===== src/rtl/digseg_pkg.sv =====
// Shared constants for the 8-digit seven-segment controller: register offsets,
// digit count and the active-low hex glyph table ({g,f,e,d,c,b,a}).
package digseg_pkg;

    localparam int NUM_DIGITS = 8;

    localparam logic [2:0] DIGSEG_DIG_LO = 3'b000;
    localparam logic [2:0] DIGSEG_DIG_HI = 3'b010;
    localparam logic [2:0] DIGSEG_CTRL   = 3'b100;
    localparam logic [2:0] DIGSEG_BLINK  = 3'b110;

    localparam logic [6:0] SEG_PATTERNS [16] = '{
        7'h40, 7'h79, 7'h24, 7'h30, 7'h19, 7'h12, 7'h02, 7'h78,
        7'h00, 7'h10, 7'h08, 7'h03, 7'h46, 7'h21, 7'h06, 7'h0E
    };

endpackage


===== src/rtl/seg_hex_decode.sv =====
// Combinational hex nibble to active-low seven-segment pattern {g,f,e,d,c,b,a}.
module seg_hex_decode
    import digseg_pkg::*;
(
    input  logic [3:0] i_nibble,
    output logic [6:0] o_seg
);

    assign o_seg = SEG_PATTERNS[i_nibble];

endmodule


===== src/rtl/digseg8_ctrl.sv =====
// Memory-mapped 8-digit multiplexed seven-segment controller on the minisys I/O bus.
// Optional blink support is compiled in with `define DIGSEG_BLINK_EN.
module digseg8_ctrl
    import digseg_pkg::*;
#(
    parameter int SCAN_DIV     = 25000,
    parameter int BLINK_FRAMES = 64
) (
    input  logic        clock,
    input  logic        rst,
    input  logic        digctrl,
    input  logic        iowrite,
    input  logic        ioread,
    input  logic [2:0]  addr,
    input  logic [15:0] wdata,
    output logic [15:0] rdata,
    output logic [7:0]  seg_an,
    output logic [7:0]  seg_out
);

    localparam int DIV_W = $clog2(SCAN_DIV);

    logic [4*NUM_DIGITS-1:0] r_digits;
    logic [NUM_DIGITS-1:0]   r_en;
    logic [NUM_DIGITS-1:0]   r_dp;
    logic [DIV_W-1:0]        r_div_cnt;
    logic [2:0]              r_dig_idx;

    logic       w_wr;
    logic       w_tc;
    logic       w_blank;
    logic       w_lit;
    logic [3:0] w_nibble;
    logic [6:0] w_seg;
    logic [15:0] w_blink_rd;

    assign w_wr = digctrl & iowrite;
    assign w_tc = (r_div_cnt == DIV_W'(SCAN_DIV - 1));

    always_ff @(posedge clock) begin
        if (rst) begin
            r_digits <= '0;
            r_en     <= '0;
            r_dp     <= '0;
        end else if (w_wr) begin
            case (addr)
                DIGSEG_DIG_LO: r_digits[15:0]  <= wdata;
                DIGSEG_DIG_HI: r_digits[31:16] <= wdata;
                DIGSEG_CTRL: begin
                    r_en <= wdata[7:0];
                    r_dp <= wdata[15:8];
                end
                default: ;
            endcase
        end
    end

    always_ff @(posedge clock) begin
        if (rst) begin
            r_div_cnt <= '0;
            r_dig_idx <= '0;
        end else if (w_tc) begin
            r_div_cnt <= '0;
            r_dig_idx <= r_dig_idx + 3'd1;
        end else begin
            r_div_cnt <= r_div_cnt + DIV_W'(1);
        end
    end

`ifdef DIGSEG_BLINK_EN
    localparam int BC_W = $clog2(BLINK_FRAMES) + 1;

    logic [NUM_DIGITS-1:0] r_blink;
    logic [BC_W-1:0]       r_blink_cnt;
    logic                  r_blink_phase;

    // A frame completes when the last digit's slot reaches terminal count.
    always_ff @(posedge clock) begin
        if (rst) begin
            r_blink       <= '0;
            r_blink_cnt   <= '0;
            r_blink_phase <= 1'b0;
        end else begin
            if (w_wr && addr == DIGSEG_BLINK)
                r_blink <= wdata[7:0];
            if (w_tc && r_dig_idx == 3'd7) begin
                if (r_blink_cnt == BC_W'(BLINK_FRAMES - 1)) begin
                    r_blink_cnt   <= '0;
                    r_blink_phase <= ~r_blink_phase;
                end else begin
                    r_blink_cnt <= r_blink_cnt + BC_W'(1);
                end
            end
        end
    end

    assign w_blank    = r_blink_phase & r_blink[r_dig_idx];
    assign w_blink_rd = {8'h00, r_blink};
`else
    assign w_blank    = 1'b0;
    assign w_blink_rd = 16'h0000;
`endif

    // Readback shows register contents before any same-cycle write lands.
    always_comb begin
        rdata = 16'h0000;
        if (digctrl && ioread) begin
            case (addr)
                DIGSEG_DIG_LO: rdata = r_digits[15:0];
                DIGSEG_DIG_HI: rdata = r_digits[31:16];
                DIGSEG_CTRL:   rdata = {r_dp, r_en};
                DIGSEG_BLINK:  rdata = w_blink_rd;
                default:       rdata = 16'h0000;
            endcase
        end
    end

    assign w_nibble = r_digits[{r_dig_idx, 2'b00} +: 4];

    seg_hex_decode u_dec (
        .i_nibble (w_nibble),
        .o_seg    (w_seg)
    );

    // First cycle of every slot stays dark to avoid ghosting between digits.
    assign w_lit = (r_div_cnt != '0) && r_en[r_dig_idx] && !w_blank;

    always_ff @(posedge clock) begin
        if (rst) begin
            seg_an  <= 8'hFF;
            seg_out <= 8'hFF;
        end else if (w_lit) begin
            seg_an  <= ~(8'b0000_0001 << r_dig_idx);
            seg_out <= {~r_dp[r_dig_idx], w_seg};
        end else begin
            seg_an  <= 8'hFF;
            seg_out <= 8'hFF;
        end
    end

endmodule


===== config.mk =====
export PLATFORM = sky130hd
export DESIGN_NAME = digseg8_ctrl
export DESIGN_NICKNAME = d
export VERILOG_FILES = /design/src/rtl/digseg_pkg.sv /design/src/rtl/seg_hex_decode.sv /design/src/rtl/digseg8_ctrl.sv
export SDC_FILE = /design/constraint.sdc
export NUM_CORES = 1
export LEC_CHECK = 0
export CAP_MARGIN = 20
export CORE_ASPECT_RATIO = 0.5
export CORE_UTILIZATION = 29
export CTS_CLUSTER_SIZE = 8
export DETAILED_ROUTE_END_ITERATION = 7
export RECOVER_POWER = 100
export SLEW_MARGIN = 20
export SYNTH_ARGS = -nofsm -noshare
export SYNTH_HDL_FRONTEND = slang
export SYNTH_SLANG_ARGS = --single-unit

===== constraint.sdc =====
create_clock -name clock -period 5.2 [get_ports clock]
set_input_delay 0.52 -clock clock [delete_from_list [all_inputs] [get_ports clock]]
set_output_delay 0.52 -clock clock [all_outputs]
set_load 0.02 [all_outputs]

# Yosys cells after proc, flatten, opt, wreduce, memory -nomap -nowiden
# Memory sizes are Yosys's and may differ from the RTL's. A register that Yosys moved wholly into a read port is not among the register bits.
# Index checks and enable logic that the tools add are counted.
# word_totals
reg_bits	82
rom_bits	112
out_inout_bits	32
mem_count	1
# op_classes
addsub	2
n_lt_le_gt_ge	2
eq_ne	3
shifts	2
mux	8
bitwise_logic	5
n_reduce_logical	9
# mem_list
memory	depth	word_bits	rd	rd_clocked_by_memory_dff	write_ports	line_no	rtl
(no name shown)	16	7	1	1	0	seg_hex_decode.sv:9	assign o_seg = SEG_PATTERNS[i_nibble];
# ops
operator	n
16-bit case mux with 3 select lines	1
32-bit by 6-bit variable part select with 4-bit output	1
16-bit 2-to-1 mux	1
15-bit by 1-bit adder with 15-bit output, second input constant	1
15-bit equality test, second input constant	1
15-bit nonzero test	1
7-bit 2-to-1 mux	2
8-bit NOT	1
1-bit by 3-bit left shift with 8-bit output, first input constant	1
1-bit binary-select mux with 3-bit select	2
2-bit AND reduction	3
5-bit >= comparator, second input constant	1
4-bit NOT with 5-bit output	1
3-bit by 4-bit < comparator with 1-bit output, second input constant	1
2-bit OR reduction	2
3-bit by 1-bit adder with 3-bit output, second input constant	1
3-bit by 2-bit equality test with 1-bit output, second input constant	1
3-bit equality test, second input constant	1
3-bit zero test	1
1-bit logical AND	2
1-bit 2-to-1 mux	2
1-bit NOT	2
1-bit bitwise AND	1

# Depth between registers and ports, before layout
# Gate-level depths: netlist (run 1).
# logic_depth
word_depth	5
mapped_depth	11

# Modules after synthesis
# Synthesis (run 1) repeated with hierarchy kept, for this count alone.
# hier_totals
cells_unflattened	455
area_unflattened_um2	4070.2
# modules_own_cells
module	instances	cells_each	area_each_um2
digseg8_ctrl	1	419	3806.2
seg_hex_decode	1	36	264.0

# Worst setup path after synthesis (run 1)
# No wires, ideal clock.
# synth_path
path_type	register to register
startpoint	register r_dig_idx[0]
endpoint	register seg_out[3]
setup_time_ns	0.123
arrival_ns	2.006
required_ns	5.077
path_slack_ns	3.071
stages_incl_launch_ff	9
period_less_slack_ns	2.129
cell_sequence	dfxtp_1 -> buf_6 -> buf_12 -> mux4_2 -> mux2_4 -> ha_1 -> mux2_2 -> nor2_1 -> o21ai_1
# synth_via
elab_chain_cells	5
# synth_lines
element	line_no	rtl
start: declaration	digseg8_ctrl.sv:27	logic [2:0] r_dig_idx;
start signal: assignment	digseg8_ctrl.sv:64	r_dig_idx <= r_dig_idx + 3'd1;
1-bit binary-select mux with 3-bit select	digseg8_ctrl.sv:126	assign w_lit = (r_div_cnt != '0) && r_en[r_dig_idx] && !w_blank;
1-bit 2-to-1 mux (not written as such)	digseg8_ctrl.sv:126	
1-bit logical AND	digseg8_ctrl.sv:126	
1-bit NOT (no line)	-	
2-bit OR reduction (no line)	-	
end: declaration	digseg8_ctrl.sv:18	output logic [7:0] seg_out
# Parallel ways exist; a longest one is shown, timed or not. The select of a mux whose other input is x is not followed.
# A chain may end at the register's enable or synchronous reset.

# Worst setup path in the final report (run 1)
# layout_path
startpoint	input port addr[2]
endpoint	output port rdata[8]
# layout_via
elab_chain_cells	3
# layout_lines
element	line_no	rtl
start: declaration	digseg8_ctrl.sv:14	input logic [2:0] addr,
3-bit equality test, or another cell as far along	digseg8_ctrl.sv:108	case (addr)
16-bit case mux with 3 select lines *	digseg8_ctrl.sv:108	
16-bit 2-to-1 mux *	digseg8_ctrl.sv:107	if (digctrl && ioread) begin
end: declaration	digseg8_ctrl.sv:16	output logic [15:0] rdata,
# Mark *: on every way between the ends. The rest lies on a longest branch, timed or not.

==> reports/qor.txt, run 1 <==
r2r setup slk: 2.45 ns
Detail Placement HPWL: 6.69 mm
I/O pins: 56
CTS H-Tree Depth: 3
post-layout min period: 3.84 ns
Worst Setup End Kind: primary output
layout cell share with drive strength beyond 1: 7.74%
CP bufs+invs: 3
failing checks: max-capacitance violations, max-slew violations
hold depth: 1
Ys Warns: 0
WL/cell: 13.9 um
sequential power share: 43.9%
Crit Path Max Fanout: 11
Clk pin slew, worst setup/hold paths: 0.06 ns
Pint: 1.16 mW
routed wire length: 9.47 mm
routed via count: 3198
Yosys reg bits: 82
# port buffers: 55
initial antenna violation count: 0
Post-Syn Area: 0.00405 mm2
DRT antenna net count: 0
CTS tree: done
vias in the first global route: 3075
crit-path cells: dlygate4sd3_1 > clkbuf_1 > mux2i_1 > nor2_1 > a21oi_1 > nor2_1 > dlygate4sd3_1
Worst-Margin Slew: 2.48 ns
critical path startpoint category: input port
Worst Path Arrival: 3.32 ns
run status: finished, violations left
Starting Density: 29.8%
P_sw: 307 uW
Setup TNS Final: 0 ns
RSZ-0062 raised after global routing: false
Synth Flop Type: dfxtp_1
Non-Filler Instances: 683
WP data required: 4.68 ns
hold endpoint: r_div_cnt[0]$_SDFF_PP0_
Worst Hold Class: reg -> reg
Hold Buf Count CTS: 0
average size of a mapped cell: 9.21 um2
# diodes: 0
FFs w/ async S/R, synth: 0%
most common library cells after synthesis: nor2_1, dfxtp_1, nand2_1, mux2i_1, a21oi_1
Fmax achieved: 261 MHz
syn nets: 477
Reg2Reg Capture Point: seg_an[6]$_SDFF_PP1_
Synth cell types: 46
final setup fails: 0
synth top area cells: dfxtp_1, mux2i_1, nor2_1
# DRC: 0
R2R depth: 6
latest clock arrival within the worst-skew pair: 0.34 ns
Hold Startpoint: r_div_cnt[0]$_SDFF_PP0_
maximum vdd drop: 196 uV
first-pass GRT wire length: 15.7 mm
top cell type's share of synthesized area: 40.5%
sequential share of the synthesized area: 40.5%
gr ovfl total: 0
total power: 1.46 mW
placed cell count: 667
Final Hold Fails: 0
Power Dens Cells: 289 mW/mm2
max_cap viols: 1
deepest clock path buffer count: 2
Die Ht: 85.6 um
gpl congestion: 0.787
Leakage Power: 1.89 nW
Post-synth EDFFs: 0
Placeable Area: 0.0136 mm2
CP top delay family: buffers and inverters
Row Count: 30
WS Path Type: in -> out
Syn-to-layout area delta: 24.8%
clk_skew: 0.00891 ns
die area: 0.0145 mm2
Max stage delay cell, worst path: dlygate4sd3_1
Total Nets Final: 523
drt initial violations: 122
largest net degree at the start of global routing: 55
root buf cell: clkbuf_16
post-DR vias/cell: 4.68
slowest cell delay on critical path: 0.91 ns
CTS Buf Count: 9
cell taking the most area after synthesis: dfxtp_1
First-pass DRT Iterations: 4
Layout fillers: 1421
max-slew violations: 55
Rel. slew slack: -65.4%
Logic pwr share: 5.1%
switching share of total power: 21.0%
Post-CTS Resized: 0
clock power share: 51.0%
Die Wd: 169 um
Worst R2R Start: r_dig_idx[0]$_SDFFE_PP0N_
CTS sink cnt: 82
multi-input logic area: 0.00220 mm2
gr usage total: 14.1%
top-count cell post-synth: nor2_1
FF/Latch Area: 0.00164 mm2
Post-CTS Setup Bufs: 0
period utilization: 73.8%
Synth Instances: 440
## kinds of logic after synthesis
group	synth area share (%)
flip-flops	40.5
adder cells (fa/ha/maj)	4.01
multiplexers	21.4
AND/OR/NAND/NOR	19.3
buffers and inverters	4.69
AO/OA/AOI/OAI	7.01
XOR/XNOR	3.03
## routing by layer
layer  GRT usage, %  part of all wire (%)  vias up
met5              0                     0        -
li1               -                     -     1576
met3           3.88                   4.2        9
met1           17.6                    47     1558
met4           5.32                   1.2        0
met2           23.4                    47       55
## sequential cells by signal, indices dropped and copies added (netlist names)
register   count
r_en           8
r_dig_idx      3
r_digits      32
seg_out        8
seg_an         8
r_dp           8
r_div_cnt     15
## cell usage in the layout (no fill, tap or decap), drive strengths merged, types with 4 or more instances in the layout
master / n
nor2: 88
dfxtp: 82
nand2: 57
mux2i: 53
a21oi: 35
dlygate4sd3: 33
clkdlybuf4s50: 21
clkbuf: 15
ha: 13
inv: 13
mux4: 12
nand3: 11
xnor2: 10
nor3: 5
xor2: 4
nor4: 4
## through the flow
stage | util (%) | setup WS [ns] | area [um2] | hold slack [ns]
after floorplan | - | 3.07 | 4050 | 0.430
after global placement | 34.8 | 1.76 | 4730 | 0.445
after detailed placement | 34.8 | 1.75 | 4730 | 0.459
after CTS | 37.4 | 1.73 | 5080 | 0.473
after global routing | 37.2 | 1.19 | 5060 | 0.486
final | 37.2 | 1.36 | 5060 | 0.467
## power groups by stage
stage / clock network (mW) / registers, mW / logic [mW]
floorplan: 0 / 0.653 / 0.0438
global route: 0.795 / 0.642 / 0.0816
finish: 0.746 / 0.641 / 0.0745
global placement: 0 / 0.655 / 0.0751
detailed placement: 0 / 0.655 / 0.0756
CTS: 0.765 / 0.641 / 0.0761
## cell type report
class	count	area share, %
multi-input cells	321	43.6
clock buffers	11	4.80
clock inverters	5	2.13
repair buffers	61	11.4
well taps	192	4.75
flip-flops and latches	82	32.5
inverters	11	0.817
## worst max-delay path by stage
stage | cells past startpoint | startpoint | end
finish | 7 | addr[2] | rdata[8]
global placement | 5 | addr[2] | rdata[5]
detailed placement | 5 | addr[2] | rdata[6]
global route | 7 | addr[2] | rdata[8]
CTS | 5 | addr[2] | rdata[6]
floorplan | 8 | r_dig_idx[0]$_SDFFE_PP0N_ | seg_out[3]$_SDFF_PP1_
## worst reg2reg max path, cell delays in order (launching register included)
cell      delay (ns)
dfxtp_1         0.92
mux4_2          0.39
mux2i_1         0.13
a311oi_1        0.43
clkbuf_1        0.44
and2_0          0.27
nand2_1         0.07
Note: power is estimated with default switching activity, not from simulation.
==> inputs of run 2 (changes only) <==
==> constraint.sdc (replaced) <==
create_clock -name clock -period 3.61 [get_ports clock]
set_input_delay 0.361 -clock clock [delete_from_list [all_inputs] [get_ports clock]]
set_output_delay 0.361 -clock clock [all_outputs]
set_load 0.02 [all_outputs]
==> run 2 against run 1 <==
The flow still finishes with violations (max-capacitance violations, max-slew violations). Final cell count grew 0.29%. Combinational power grew 45%. Core utilization shrank 0.055 points. Via count shrank 0.31%. Critical path type unchanged. Highest routed layer unchanged.
==> reports/qor.txt, run 2 (same netlist as run 1, synthesis figures left out) <==
post-DR vias/cell: 4.65 (-0.60%)
Worst Hold Class: reg -> reg
maximum vdd drop: 224 uV (+14%)
vias in the first global route: 3024 (-1.7%)
largest net degree at the start of global routing: 55 (unchanged)
failing checks: max-capacitance violations, max-slew violations
# DRC: 0 (unchanged)
Max stage delay cell, worst path: dlygate4sd3_1
post-layout min period: 3.05 ns
layout cell share with drive strength beyond 1: 8.72% (+0.98 points)
Leakage Power: 1.88 nW (-0.47%)
sequential power share: 46.0% (+2.1 points)
Syn-to-layout area delta: 24.6%
Crit Path Max Fanout: 16 (+5)
Placeable Area: 0.0136 mm2 (unchanged)
most flop-heavy register: r_digits
Row Count: 30 (unchanged)
WS Path Type: in -> out
max_cap viols: 1 (unchanged)
CTS Buf Count: 9 (unchanged)
Die Ht: 85.6 um (unchanged)
clk_skew: 0.00962 ns (+0.000706 ns)
end-of-flow core utilization: 37.2% (-0.055 points)
routed wire length: 9.50 mm (+0.38%)
Largest register FFs: 32 (unchanged)
Worst Path Arrival: 2.69 ns (-0.63 ns)
setup ws final: 0.561 ns (-0.803 ns)
Worst-Margin Slew: 2.51 ns (+0.0252 ns)
I/O pins: 56 (unchanged)
Power Dens Cells: 398 mW/mm2 (+38%)
P_sw: 442 uW (+44%)
most common cell after layout, fill and taps aside: nor2_1
Pint: 1.57 mW (+36%)
switching share of total power: 22.0% (+0.99 points)
pre-CTS setup slack: 0.669 ns (-1.08 ns)
Rel. slew slack: -67.0% (-1.7 points)
Worst Setup End Kind: primary output
Setup TNS Final: 0 ns (unchanged)
Total Nets Final: 525 (+0.38%)
initial antenna violation count: 0 (unchanged)
First-pass DRT Iterations: 4 (unchanged)
first-pass GRT wire length: 15.4 mm (-1.7%)
Hold Buf Count CTS: 0 (unchanged)
drt initial violations: 155 (+27%)
top flop regs: r_digits: 32 flops, r_div_cnt: 15 flops
DRT antenna net count: 0 (unchanged)
Post-CTS Resized: 0 (unchanged)
CTS sink cnt: 82 (unchanged)
gr usage total: 13.9% (-0.23 points)
max-slew violations: 55 (unchanged)
Layout fillers: 1392 (-2.0%)
Clk pin slew, worst setup/hold paths: 0.06 ns (about the same)
# port buffers: 55 (unchanged)
slowest cell delay on critical path: 0.71 ns (-0.20 ns)
Post-CTS Setup Bufs: 0 (unchanged)
CTS H-Tree Depth: 3 (unchanged)
Fmax achieved: 328 MHz
run status: finished, violations left
latest clock arrival within the worst-skew pair: 0.34 ns (about the same)
Detail Placement HPWL: 6.69 mm (about the same)
clock power share: 48.6% (-2.4 points)
die area: 0.0145 mm2 (unchanged)
RSZ-0062 raised after global routing: false
routed via count: 3188 (-0.31%)
period utilization: 84.5%
CTS tree: done
deepest clock path buffer count: 2 (unchanged)
WL/cell: 13.9 um (about the same)
Final Hold Fails: 0 (unchanged)
final setup fails: 0 (unchanged)
# diodes: 0 (unchanged)
Starting Density: 29.8% (unchanged)
gr ovfl total: 0 (unchanged)
crit-path cells: clkdlybuf4s50_1 > nor2b_1 > nand3_1 > nor2_1 > dlygate4sd3_1
root buf cell: clkbuf_16
most frequent cells in the layout: nor2_1, dfxtp_1, nand2_1
WP data required: 3.25 ns (-1.43 ns)
Logic pwr share: 5.4% (+0.3 points)
CP top delay family: buffers and inverters
gpl congestion: 0.775 (-1.4%)
CP bufs+invs: 2 (-1)
Die Wd: 169 um (unchanged)
critical path startpoint category: input port
run 2: cell types whose count changed in the layout (fill, tap and decap cells not counted), sizes merged:
cell,change
buf,+2
clkinv,+3
clkinvlp,+2
clkbuf,-2
bufinv,-1
inv,-2
run 2: path summary, 6_finish.rpt:
kind | startpoint | endpoint | slack (ns) | depth (start not counted)
setup / recovery | digctrl | rdata[6] | 0.56 | 5
hold reg to reg | r_div_cnt[0]$_SDFF_PP0_ | r_div_cnt[0]$_SDFF_PP0_ | 0.46 | 1
hold / removal | r_div_cnt[0]$_SDFF_PP0_ | r_div_cnt[0]$_SDFF_PP0_ | 0.46 | 1
setup reg to reg | r_dig_idx[0]$_SDFFE_PP0N_ | seg_out[5]$_SDFF_PP1_ | 0.72 | 6
run 2: routing by layer:
metal | part of all wire (%) | vias to the layer above | GRT usage, %
met1 | 48 | 1531 | 17.5
met5 | 0 | - | 0
met4 | 2.2 | 0 | 6.14
met3 | 4.2 | 16 | 4.01
li1 | - | 1584 | -
met2 | 46 | 57 | 22.1
run 2: layout make-up:
cell class              count  area [um2]  share of cell area, %
clock buffers               9         225                   4.46
clock inverters             7        93.8                   1.86
inverters                  11        41.3                  0.818
multi-input cells         321        2210                   43.8
flip-flops and latches     82        1640                   32.5
well taps                 192         240                   4.76
repair buffers             63         593                   11.7
run 2: stage by stage:
step / cell area, um2 / total power [mW] / hold WS, ns / instances
floorplan: 4050 / 1.00 / 0.430 / 440
global placement: 4750 / 1.05 / 0.447 / 669
detailed placement: 4750 / 1.05 / 0.455 / 669
CTS: 5070 / 2.04 / 0.470 / 685
global route: 5050 / 2.10 / 0.480 / 685
finish: 5050 / 2.01 / 0.461 / 685
run 2: power groups by stage:
| stage | Combinational, mW | Sequential, mW | Clock [mW] |
|---|---|---|---|
| final | 0.108 | 0.924 | 0.978 |
| after global routing | 0.118 | 0.924 | 1.05 |
| after CTS | 0.110 | 0.924 | 1.01 |
| after detailed placement | 0.110 | 0.944 | 0 |
| after global placement | 0.109 | 0.944 | 0 |
| after floorplan | 0.0631 | 0.941 | 0 |
